===== src/rtl/machine_csr_file.sv =====
// Machine-mode CSR file: Zicsr accesses, 64-bit counters, trap/mret sequencing, interrupt pending.
// Optional mcountinhibit (0x320) is enabled by defining CSR_MCOUNTINHIBIT_EN.
module machine_csr_file #(
  parameter int          XLEN     = 32,
  parameter int          HARTID   = 0,
  parameter logic [31:0] MISA_VAL = 32'h40000100,
  parameter int          CNT_W    = 64,
  parameter int          TIME_DIV = 1
) (
  input  logic            clk,
  input  logic            rst,
  input  logic            csr_valid,
  input  logic [1:0]      csr_op,
  input  logic [11:0]     csr_addr,
  input  logic [XLEN-1:0] csr_wdata,
  output logic [XLEN-1:0] csr_rdata,
  output logic            csr_illegal,
  input  logic            retire_valid,
  input  logic            trap_valid,
  input  logic [XLEN-1:0] trap_cause,
  input  logic [XLEN-1:0] trap_pc,
  input  logic [XLEN-1:0] trap_tval,
  input  logic            mret_valid,
  input  logic            irq_msip,
  input  logic            irq_mtip,
  input  logic            irq_meip,
  output logic [XLEN-1:0] trap_vector,
  output logic [XLEN-1:0] mepc_out,
  output logic            irq_pending
);

  localparam int HI_W = CNT_W - 32;

  localparam logic [11:0] A_MSTATUS    = 12'h300;
  localparam logic [11:0] A_MISA       = 12'h301;
  localparam logic [11:0] A_MEDELEG    = 12'h302;
  localparam logic [11:0] A_MIDELEG    = 12'h303;
  localparam logic [11:0] A_MIE        = 12'h304;
  localparam logic [11:0] A_MTVEC      = 12'h305;
  localparam logic [11:0] A_MCOUNTEREN = 12'h306;
  localparam logic [11:0] A_MCOUNTINH  = 12'h320;
  localparam logic [11:0] A_MSCRATCH   = 12'h340;
  localparam logic [11:0] A_MEPC       = 12'h341;
  localparam logic [11:0] A_MCAUSE     = 12'h342;
  localparam logic [11:0] A_MTVAL      = 12'h343;
  localparam logic [11:0] A_MIP        = 12'h344;
  localparam logic [11:0] A_MHARTID    = 12'hF14;
  localparam logic [11:0] A_MCYCLE     = 12'hB00;
  localparam logic [11:0] A_MINSTRET   = 12'hB02;
  localparam logic [11:0] A_MCYCLEH    = 12'hB80;
  localparam logic [11:0] A_MINSTRETH  = 12'hB82;
  localparam logic [11:0] A_TIME       = 12'hC01;
  localparam logic [11:0] A_TIMEH      = 12'hC81;

  logic            mstatus_mie_reg, mstatus_mpie_reg;
  logic [XLEN-1:0] mie_reg, mtvec_reg, mscratch_reg, mepc_reg, mcause_reg, mtval_reg;
  logic [XLEN-1:0] mcounteren_reg, medeleg_reg, mideleg_reg;
  logic [CNT_W-1:0] mtime_reg;
  logic [31:0]     prescale_reg;
  logic            irq_pending_reg;
  logic            inh_cy, inh_ir;

  logic [XLEN-1:0] mip_val, old_val, wmask, wval_raw, wval, time_hi;
  logic            implemented, read_only, write_attempt, illegal_c, wr_en, time_tick;
  logic [1:0][XLEN-1:0] cnt_lo, cnt_hi;
  logic [1:0]      inc_en;

`ifdef CSR_MCOUNTINHIBIT_EN
  logic inh_cy_reg, inh_ir_reg;
  assign inh_cy = inh_cy_reg;
  assign inh_ir = inh_ir_reg;
`else
  assign inh_cy = 1'b0;
  assign inh_ir = 1'b0;
`endif

  assign mip_val = {20'd0, irq_meip, 3'd0, irq_mtip, 3'd0, irq_msip, 3'd0};

  always_comb begin
    time_hi = '0;
    time_hi[HI_W-1:0] = mtime_reg[CNT_W-1:32];
  end

  // Address decode: old value, legality class and WARL write mask.
  always_comb begin
    implemented = 1'b1;
    read_only   = 1'b0;
    old_val     = '0;
    wmask       = '1;
    case (csr_addr)
      A_MSTATUS: begin
        old_val = {19'd0, 2'b11, 3'd0, mstatus_mpie_reg, 3'd0, mstatus_mie_reg, 3'd0};
        wmask   = 32'h0000_0088;
      end
      A_MISA:       begin old_val = MISA_VAL; read_only = 1'b1; end
      A_MEDELEG:    old_val = medeleg_reg;
      A_MIDELEG:    old_val = mideleg_reg;
      A_MIE:        begin old_val = mie_reg; wmask = 32'h0000_0888; end
      A_MTVEC:      begin old_val = mtvec_reg; wmask = 32'hFFFF_FFFD; end
      A_MCOUNTEREN: begin old_val = mcounteren_reg; wmask = 32'h0000_0007; end
`ifdef CSR_MCOUNTINHIBIT_EN
      A_MCOUNTINH:  begin old_val = {29'd0, inh_ir_reg, 1'b0, inh_cy_reg}; wmask = 32'h0000_0005; end
`endif
      A_MSCRATCH:   old_val = mscratch_reg;
      A_MEPC:       begin old_val = mepc_reg; wmask = 32'hFFFF_FFFC; end
      A_MCAUSE:     old_val = mcause_reg;
      A_MTVAL:      old_val = mtval_reg;
      A_MIP:        begin old_val = mip_val; read_only = 1'b1; end
      A_MHARTID:    begin old_val = XLEN'(HARTID); read_only = 1'b1; end
      A_MCYCLE:     old_val = cnt_lo[0];
      A_MINSTRET:   old_val = cnt_lo[1];
      A_MCYCLEH:    old_val = cnt_hi[0];
      A_MINSTRETH:  old_val = cnt_hi[1];
      A_TIME:       begin old_val = mtime_reg[31:0]; read_only = 1'b1; end
      A_TIMEH:      begin old_val = time_hi; read_only = 1'b1; end
      default:      implemented = 1'b0;
    endcase
  end

  assign write_attempt = (csr_op == 2'b01) || (csr_op[1] && (csr_wdata != '0));
  assign illegal_c     = csr_valid && (!implemented || (read_only && write_attempt));
  assign wr_en         = csr_valid && write_attempt && !illegal_c && !trap_valid && !mret_valid;

  always_comb begin
    case (csr_op)
      2'b01:   wval_raw = csr_wdata;
      2'b10:   wval_raw = old_val | csr_wdata;
      2'b11:   wval_raw = old_val & ~csr_wdata;
      default: wval_raw = old_val;
    endcase
    wval = (wval_raw & wmask) | (old_val & ~wmask);
  end

  assign csr_rdata   = (!rst && csr_valid && !illegal_c) ? old_val : '0;
  assign csr_illegal = !rst && illegal_c;
  assign mepc_out    = mepc_reg;
  assign irq_pending = irq_pending_reg;

  // Vectored mode only redirects interrupts; exceptions always use the base.
  always_comb begin
    trap_vector = {mtvec_reg[XLEN-1:2], 2'b00};
    if (mtvec_reg[0] && trap_cause[XLEN-1])
      trap_vector = trap_vector + {25'd0, trap_cause[4:0], 2'b00};
    if (rst)
      trap_vector = '0;
  end

  assign inc_en = {retire_valid & ~inh_ir, ~inh_cy};

  // mcycle (0) and minstret (1): a half-write overrides the increment of that half.
  genvar gi;
  generate
    for (gi = 0; gi < 2; gi++) begin : g_cnt
      localparam logic [11:0] LO_ADDR = 12'hB00 + 12'(2 * gi);
      localparam logic [11:0] HI_ADDR = 12'hB80 + 12'(2 * gi);
      logic [CNT_W-1:0] cnt_reg, cnt_next, cnt_inc;
      logic [XLEN-1:0]  hi_ext;

      always_comb begin
        cnt_inc  = cnt_reg + CNT_W'(inc_en[gi]);
        cnt_next = cnt_inc;
        if (wr_en && csr_addr == LO_ADDR)
          cnt_next = {cnt_reg[CNT_W-1:32], wval};
        else if (wr_en && csr_addr == HI_ADDR)
          cnt_next = {wval[HI_W-1:0], cnt_inc[31:0]};
      end

      always_ff @(posedge clk) begin
        if (rst) cnt_reg <= '0;
        else     cnt_reg <= cnt_next;
      end

      always_comb begin
        hi_ext = '0;
        hi_ext[HI_W-1:0] = cnt_reg[CNT_W-1:32];
      end

      assign cnt_lo[gi] = cnt_reg[31:0];
      assign cnt_hi[gi] = hi_ext;
    end
  endgenerate

  assign time_tick = (prescale_reg == 32'(TIME_DIV - 1));

  always_ff @(posedge clk) begin
    if (rst) begin
      prescale_reg    <= '0;
      mtime_reg       <= '0;
      irq_pending_reg <= 1'b0;
    end else begin
      prescale_reg    <= time_tick ? 32'd0 : prescale_reg + 32'd1;
      mtime_reg       <= mtime_reg + CNT_W'(time_tick);
      irq_pending_reg <= ((mip_val & mie_reg & 32'h0000_0888) != '0) && mstatus_mie_reg;
    end
  end

  // Trap beats mret beats a CSR write.
  always_ff @(posedge clk) begin
    if (rst) begin
      mstatus_mie_reg  <= 1'b0;
      mstatus_mpie_reg <= 1'b0;
      mie_reg          <= '0;
      mtvec_reg        <= '0;
      mscratch_reg     <= '0;
      mepc_reg         <= '0;
      mcause_reg       <= '0;
      mtval_reg        <= '0;
      mcounteren_reg   <= '0;
      medeleg_reg      <= '0;
      mideleg_reg      <= '0;
`ifdef CSR_MCOUNTINHIBIT_EN
      inh_cy_reg       <= 1'b0;
      inh_ir_reg       <= 1'b0;
`endif
    end else if (trap_valid) begin
      mepc_reg         <= trap_pc & ~XLEN'(3);
      mcause_reg       <= trap_cause;
      mtval_reg        <= trap_tval;
      mstatus_mpie_reg <= mstatus_mie_reg;
      mstatus_mie_reg  <= 1'b0;
    end else if (mret_valid) begin
      mstatus_mie_reg  <= mstatus_mpie_reg;
      mstatus_mpie_reg <= 1'b1;
    end else if (wr_en) begin
      case (csr_addr)
        A_MSTATUS: begin
          mstatus_mie_reg  <= wval[3];
          mstatus_mpie_reg <= wval[7];
        end
        A_MEDELEG:    medeleg_reg    <= wval;
        A_MIDELEG:    mideleg_reg    <= wval;
        A_MIE:        mie_reg        <= wval;
        A_MTVEC:      mtvec_reg      <= wval;
        A_MCOUNTEREN: mcounteren_reg <= wval;
`ifdef CSR_MCOUNTINHIBIT_EN
        A_MCOUNTINH: begin
          inh_cy_reg <= wval[0];
          inh_ir_reg <= wval[2];
        end
`endif
        A_MSCRATCH:   mscratch_reg   <= wval;
        A_MEPC:       mepc_reg       <= wval;
        A_MCAUSE:     mcause_reg     <= wval;
        A_MTVAL:      mtval_reg      <= wval;
        default: ;
      endcase
    end
  end

endmodule


===== config.mk =====
export PLATFORM = sky130hd
export DESIGN_NAME = machine_csr_file
export DESIGN_NICKNAME = d
export VERILOG_FILES = /design/src/rtl/machine_csr_file.sv
export SDC_FILE = /design/constraint.sdc
export NUM_CORES = 1
export LEC_CHECK = 0
export BUFFER_PORTS_ARGS = -buffer_cell sky130_fd_sc_hd__buf_2
export CAP_MARGIN = 20
export CORE_ASPECT_RATIO = 1.25
export CORE_MARGIN = 2
export CORE_UTILIZATION = 45
export DETAILED_ROUTE_END_ITERATION = 10
export PLACE_DENSITY = 0.66
export SLEW_MARGIN = 5
export SYNTH_ARGS = -nofsm -noshare
export SYNTH_HDL_FRONTEND = slang
export SYNTH_SLANG_ARGS = --single-unit

===== constraint.sdc =====
create_clock -name clk -period 4.4 [get_ports clk]
set_input_delay 0.22 -clock clk [delete_from_list [all_inputs] [get_ports clk]]
set_output_delay 0.22 -clock clk [all_outputs]
set_load 0.01 [all_outputs]

==> metrics list <==
- Number of distinct standard cells referenced by the synthesized netlist: 102
- In this run switching power makes up 26.5% of total power.
- Transition time of the tightest slew-check pin: 1.26 ns
- Die Y-Extent: 288 microns
- The longest clock path from root to sink contains 3 buffers.
- Ratio of total power to cell area: 315 mW/mm^2
- Final count of hold timing violations: 0
* CP Data Arrival Time: 3.84 ns
- Total wire length: 154000 microns
- During synthesis, Yosys emitted a total of 0 warnings.
- Crit path max fanout: 30
* Max FFs per register: 128
- Summing the areas of all compound-gate instances in the mapped netlist gives 24.7% of the synthesized area.
* Clock latency at the later pin of the worst-skew pair: 0.65 ns
- Num rows: 104
- Register area share after synthesis: 35.4%
- The die covers 0.0668 sq mm.
* Horizontal die dimension: 232 microns
- Resized Gates After CTS: 0
- Worst hold slack after final layout: 0.00855 ns
- First-pass iteration count of the detailed router: 8
- Share of total power in combinational logic: 9.9%
- The clock network accounts for 47.0% of the total power.
- Async set-reset flop share out of synthesis: 0%
- RSZ-0062 raised after global routing: false
* Total track usage: 44.7%
* Area growth from synthesis to layout: 21.3%
* Max IR drop VDD: 286 uV
- Global-route wire length before repair: 217000 microns
- Post-layout worst setup margin: 0.338 ns
* Most used cells in the layout excluding fill and tap cells: sky130_fd_sc_hd__dfxtp_1, sky130_fd_sc_hd__nor2_1, sky130_fd_sc_hd__nand2_1
* I/O pin total: 249
- Antenna violations before repair: 8
* Count of flip-flops with a built-in enable after synthesis: 0
- Xor/xnor share of the synthesized area: 5.23%
* Main synth FF type: sky130_fd_sc_hd__dfxtp_1
- Summing the areas of all and, or, nand and nor instances in the mapped netlist gives 26.0% of the synthesized area.
- Global routing consumed, on the met3 layer, 14.9% of the routing resources.
- The portion of synthesized area spent on multiplexers is 2.91%.
* Placed wire-length estimate: 113000 microns
- After synthesis, the largest family of logic cells by area is simple AND/OR/NAND/NOR gates.
* Required time at the worst-slack endpoint: 4.18 ns
* Number of buffers inserted by post-CTS setup repair: 0
* Via-to-Cell Ratio: 6.91
- Between clock sinks in the finished design, the worst skew comes to 0.0310 ns.
- Met2 layer usage reported by global route: 65.5%
- Leading cell type in the layout, fill and taps excluded: sky130_fd_sc_hd__dfxtp_1
- Switching power: 2.95 mW
- The internal portion of the total power is 8.18 mW.
* Total of endpoints with negative setup slack in the final report: 0
* Netlist Area Pre-Place: 0.0291 sq mm
- The count of nets left with antenna violations once routing finished came out at 0.
* Final period utilization: 92.3%
- Summed over all layers, the global routing overflow is 0.
- Leakage power figure: 12.2 nW
- For this block, the via count after detailed routing is 33.8k.
- Relative slew slack: 15.6%
- Counting I/O delays and the setup requirement, the final critical path takes 4.06 ns.
* Number of filler cells placed in the layout: 6161
- TritonCTS built the clock tree.
- In this run, post-CTS hold repair placed 91 buffers.
- After Yosys synthesis, full adders, half adders and majority gates account for 0.584% of the synthesized area.
- Timing would allow up to 246 MHz.
- Worst slack at placement: 0.482 ns
* Core area: 0.0643 sq mm
* Sort of element at the end of the critical path: primary output
- The setup path with the least slack is of type input pin to primary output.
- The initial utilization of the core area, before any placement, comes to 45.3%.
- After detailed routing, the number of remaining DRC violations is 0.
- Synthesized netlist cell count: 3645
* Average detailed-routed wire length per instance: 31.5 microns
- Clock buffer count from CTS: 56
- Routability-driven placement finished with a final weighted congestion of 1.13.
- Type of the most critical hold path: input pin to flop
* Busiest grt layer: met2
* Number of I/O port buffers: 244
* Reg clk slew, reported paths: 0.06 ns
- Fraction of power consumed by sequential logic: 43.1%
- Syn_area_per_cell: 7.99 sq um
- Final slew viol count: 0
* Number of sinks driven by the clock tree: 515
* Number of global-route vias before repair: 31.3k
- Count of nets after finishing: 4150
- The clock tree synthesis step divided the H-tree into 2 levels.
* Post-synthesis sequential element count: 515
- The run finished with clean final reports.
* Number of max-cap violations: 0
- Initial detailed-routing violation count: 5557
- Critical path launch point type: input pin
- Share of post-route cells with drive strength above 1: 17.0%
- In the final timing run, aggregate negative setup slack is 0 ns.
- Maximum number of pins on one net before global-route repair: 143
- Clock tree synthesis selected as its root buffer the cell sky130_fd_sc_hd__clkbuf_16.
- Grt met1 use: 54.0%
- Cells fill 55.0% of the core in the end.
==> worst paths after layout <==
path / startpoint / to / slack (ns) / depth (start not counted)
hold reg to reg: mie_reg[25]$_SDFFE_PP0P_ / mie_reg[25]$_SDFFE_PP0P_ / 0.45 / 2
hold / removal: trap_tval[0] / mtval_reg[0]$_SDFFE_PP0P_ / 0.009 / 4
setup reg to reg: prescale_reg[0]$_SDFF_PP0_ / mtime_reg[45]$_SDFF_PP0_ / 0.44 / 15
setup / recovery: csr_addr[5] / csr_rdata[10] / 0.34 / 11
==> critical path, stage by stage <==
cell and delay (ns):
sky130_fd_sc_hd__buf_2 0.18, sky130_fd_sc_hd__nor4_2 1.02, sky130_fd_sc_hd__buf_4 0.39, sky130_fd_sc_hd__a32oi_1 0.13
sky130_fd_sc_hd__nor2_1 0.28, sky130_fd_sc_hd__a2111oi_4 0.14, sky130_fd_sc_hd__a21boi_0 0.20, sky130_fd_sc_hd__nand2b_1 0.17
sky130_fd_sc_hd__buf_4 0.31, sky130_fd_sc_hd__a21oi_1 0.54, sky130_fd_sc_hd__buf_2 0.24
==> cell type report <==
cell class                 instances  area (sq um)  share of cell area [%]
tap                              848          1060                    3.00
sequential                       515         10300                    29.2
multi-input combinational       2775         17600                    49.7
timing repair buffer             580          4190                    11.8
antenna                            5          12.5                  0.0354
clock buffer                      85          1680                    4.76
clock inverter                    19           314                   0.888
inverter                          58           219                   0.619
==> Yosys cell counts, types with 14 or more instances <==
cell / number / area [sq um]
sky130_fd_sc_hd__inv_1: 57 / 214
sky130_fd_sc_hd__o221ai_1: 39 / 342
sky130_fd_sc_hd__nand3_1: 179 / 896
sky130_fd_sc_hd__xnor2_1: 102 / 893
sky130_fd_sc_hd__clkbuf_1: 197 / 739
sky130_fd_sc_hd__mux2_2: 25 / 282
sky130_fd_sc_hd__a211oi_1: 202 / 1520
sky130_fd_sc_hd__and3_1: 50 / 313
sky130_fd_sc_hd__nand2b_1: 14 / 87.6
sky130_fd_sc_hd__o31ai_1: 16 / 120
sky130_fd_sc_hd__a221oi_1: 23 / 201
sky130_fd_sc_hd__a32oi_1: 15 / 131
sky130_fd_sc_hd__and4_1: 24 / 210
sky130_fd_sc_hd__nor2b_1: 72 / 450
sky130_fd_sc_hd__a22o_1: 21 / 184
sky130_fd_sc_hd__a21oi_1: 191 / 956
sky130_fd_sc_hd__nor3_1: 74 / 370
sky130_fd_sc_hd__xor2_1: 72 / 631
sky130_fd_sc_hd__buf_2: 76 / 380
sky130_fd_sc_hd__mux2i_1: 51 / 510
sky130_fd_sc_hd__dfxtp_1: 515 / 10300
sky130_fd_sc_hd__a22oi_1: 95 / 713
sky130_fd_sc_hd__or3_1: 36 / 225
sky130_fd_sc_hd__o21ai_0: 159 / 796
sky130_fd_sc_hd__o211ai_1: 32 / 240
sky130_fd_sc_hd__or4_1: 21 / 158
sky130_fd_sc_hd__o22ai_1: 41 / 257
sky130_fd_sc_hd__a31oi_1: 48 / 300
sky130_fd_sc_hd__nor4_1: 56 / 350
sky130_fd_sc_hd__and2_1: 16 / 100
sky130_fd_sc_hd__nand4_1: 137 / 857
sky130_fd_sc_hd__nand2_1: 283 / 1060
sky130_fd_sc_hd__nor2_1: 409 / 1540
==> kinds of logic after synthesis <==
family | count (synthesis)
flops | 515
xor+xnor | 174
simple gates | 1468
other cells | 1
mux | 79
fa+ha+maj | 13
buf+inv | 356
compound gates | 1039
==> routing by layer <==
layer	vias to the layer above	wire length (microns)	part of all wire, %
li1	14400	-	-
met2	2722	63200	41
met1	15800	54400	35
met4	12	14900	9.7
met5	-	89	0.058
met3	782	21500	14
==> power by group through the flow <==
stage                     combinational, mW  clock [mW]  sequential [mW]
after global placement                0.957           0             4.90
final                                  1.10        5.23             4.80
after detailed placement              0.962           0             4.90
after CTS                              1.03        5.25             4.80
after global routing                   1.11        5.41             4.80
after floorplan                       0.458           0             4.87
==> metrics by stage <==
stage	instance area (sq um)	total power, mW	std cells
floorplan	29100	5.33	3646
global placement	32400	5.86	4683
detailed placement	32400	5.86	4685
CTS	35300	11.1	4880
global route	35300	11.3	4882
finish	35300	11.1	4885
Note: power is estimated with default switching activity, not from simulation.
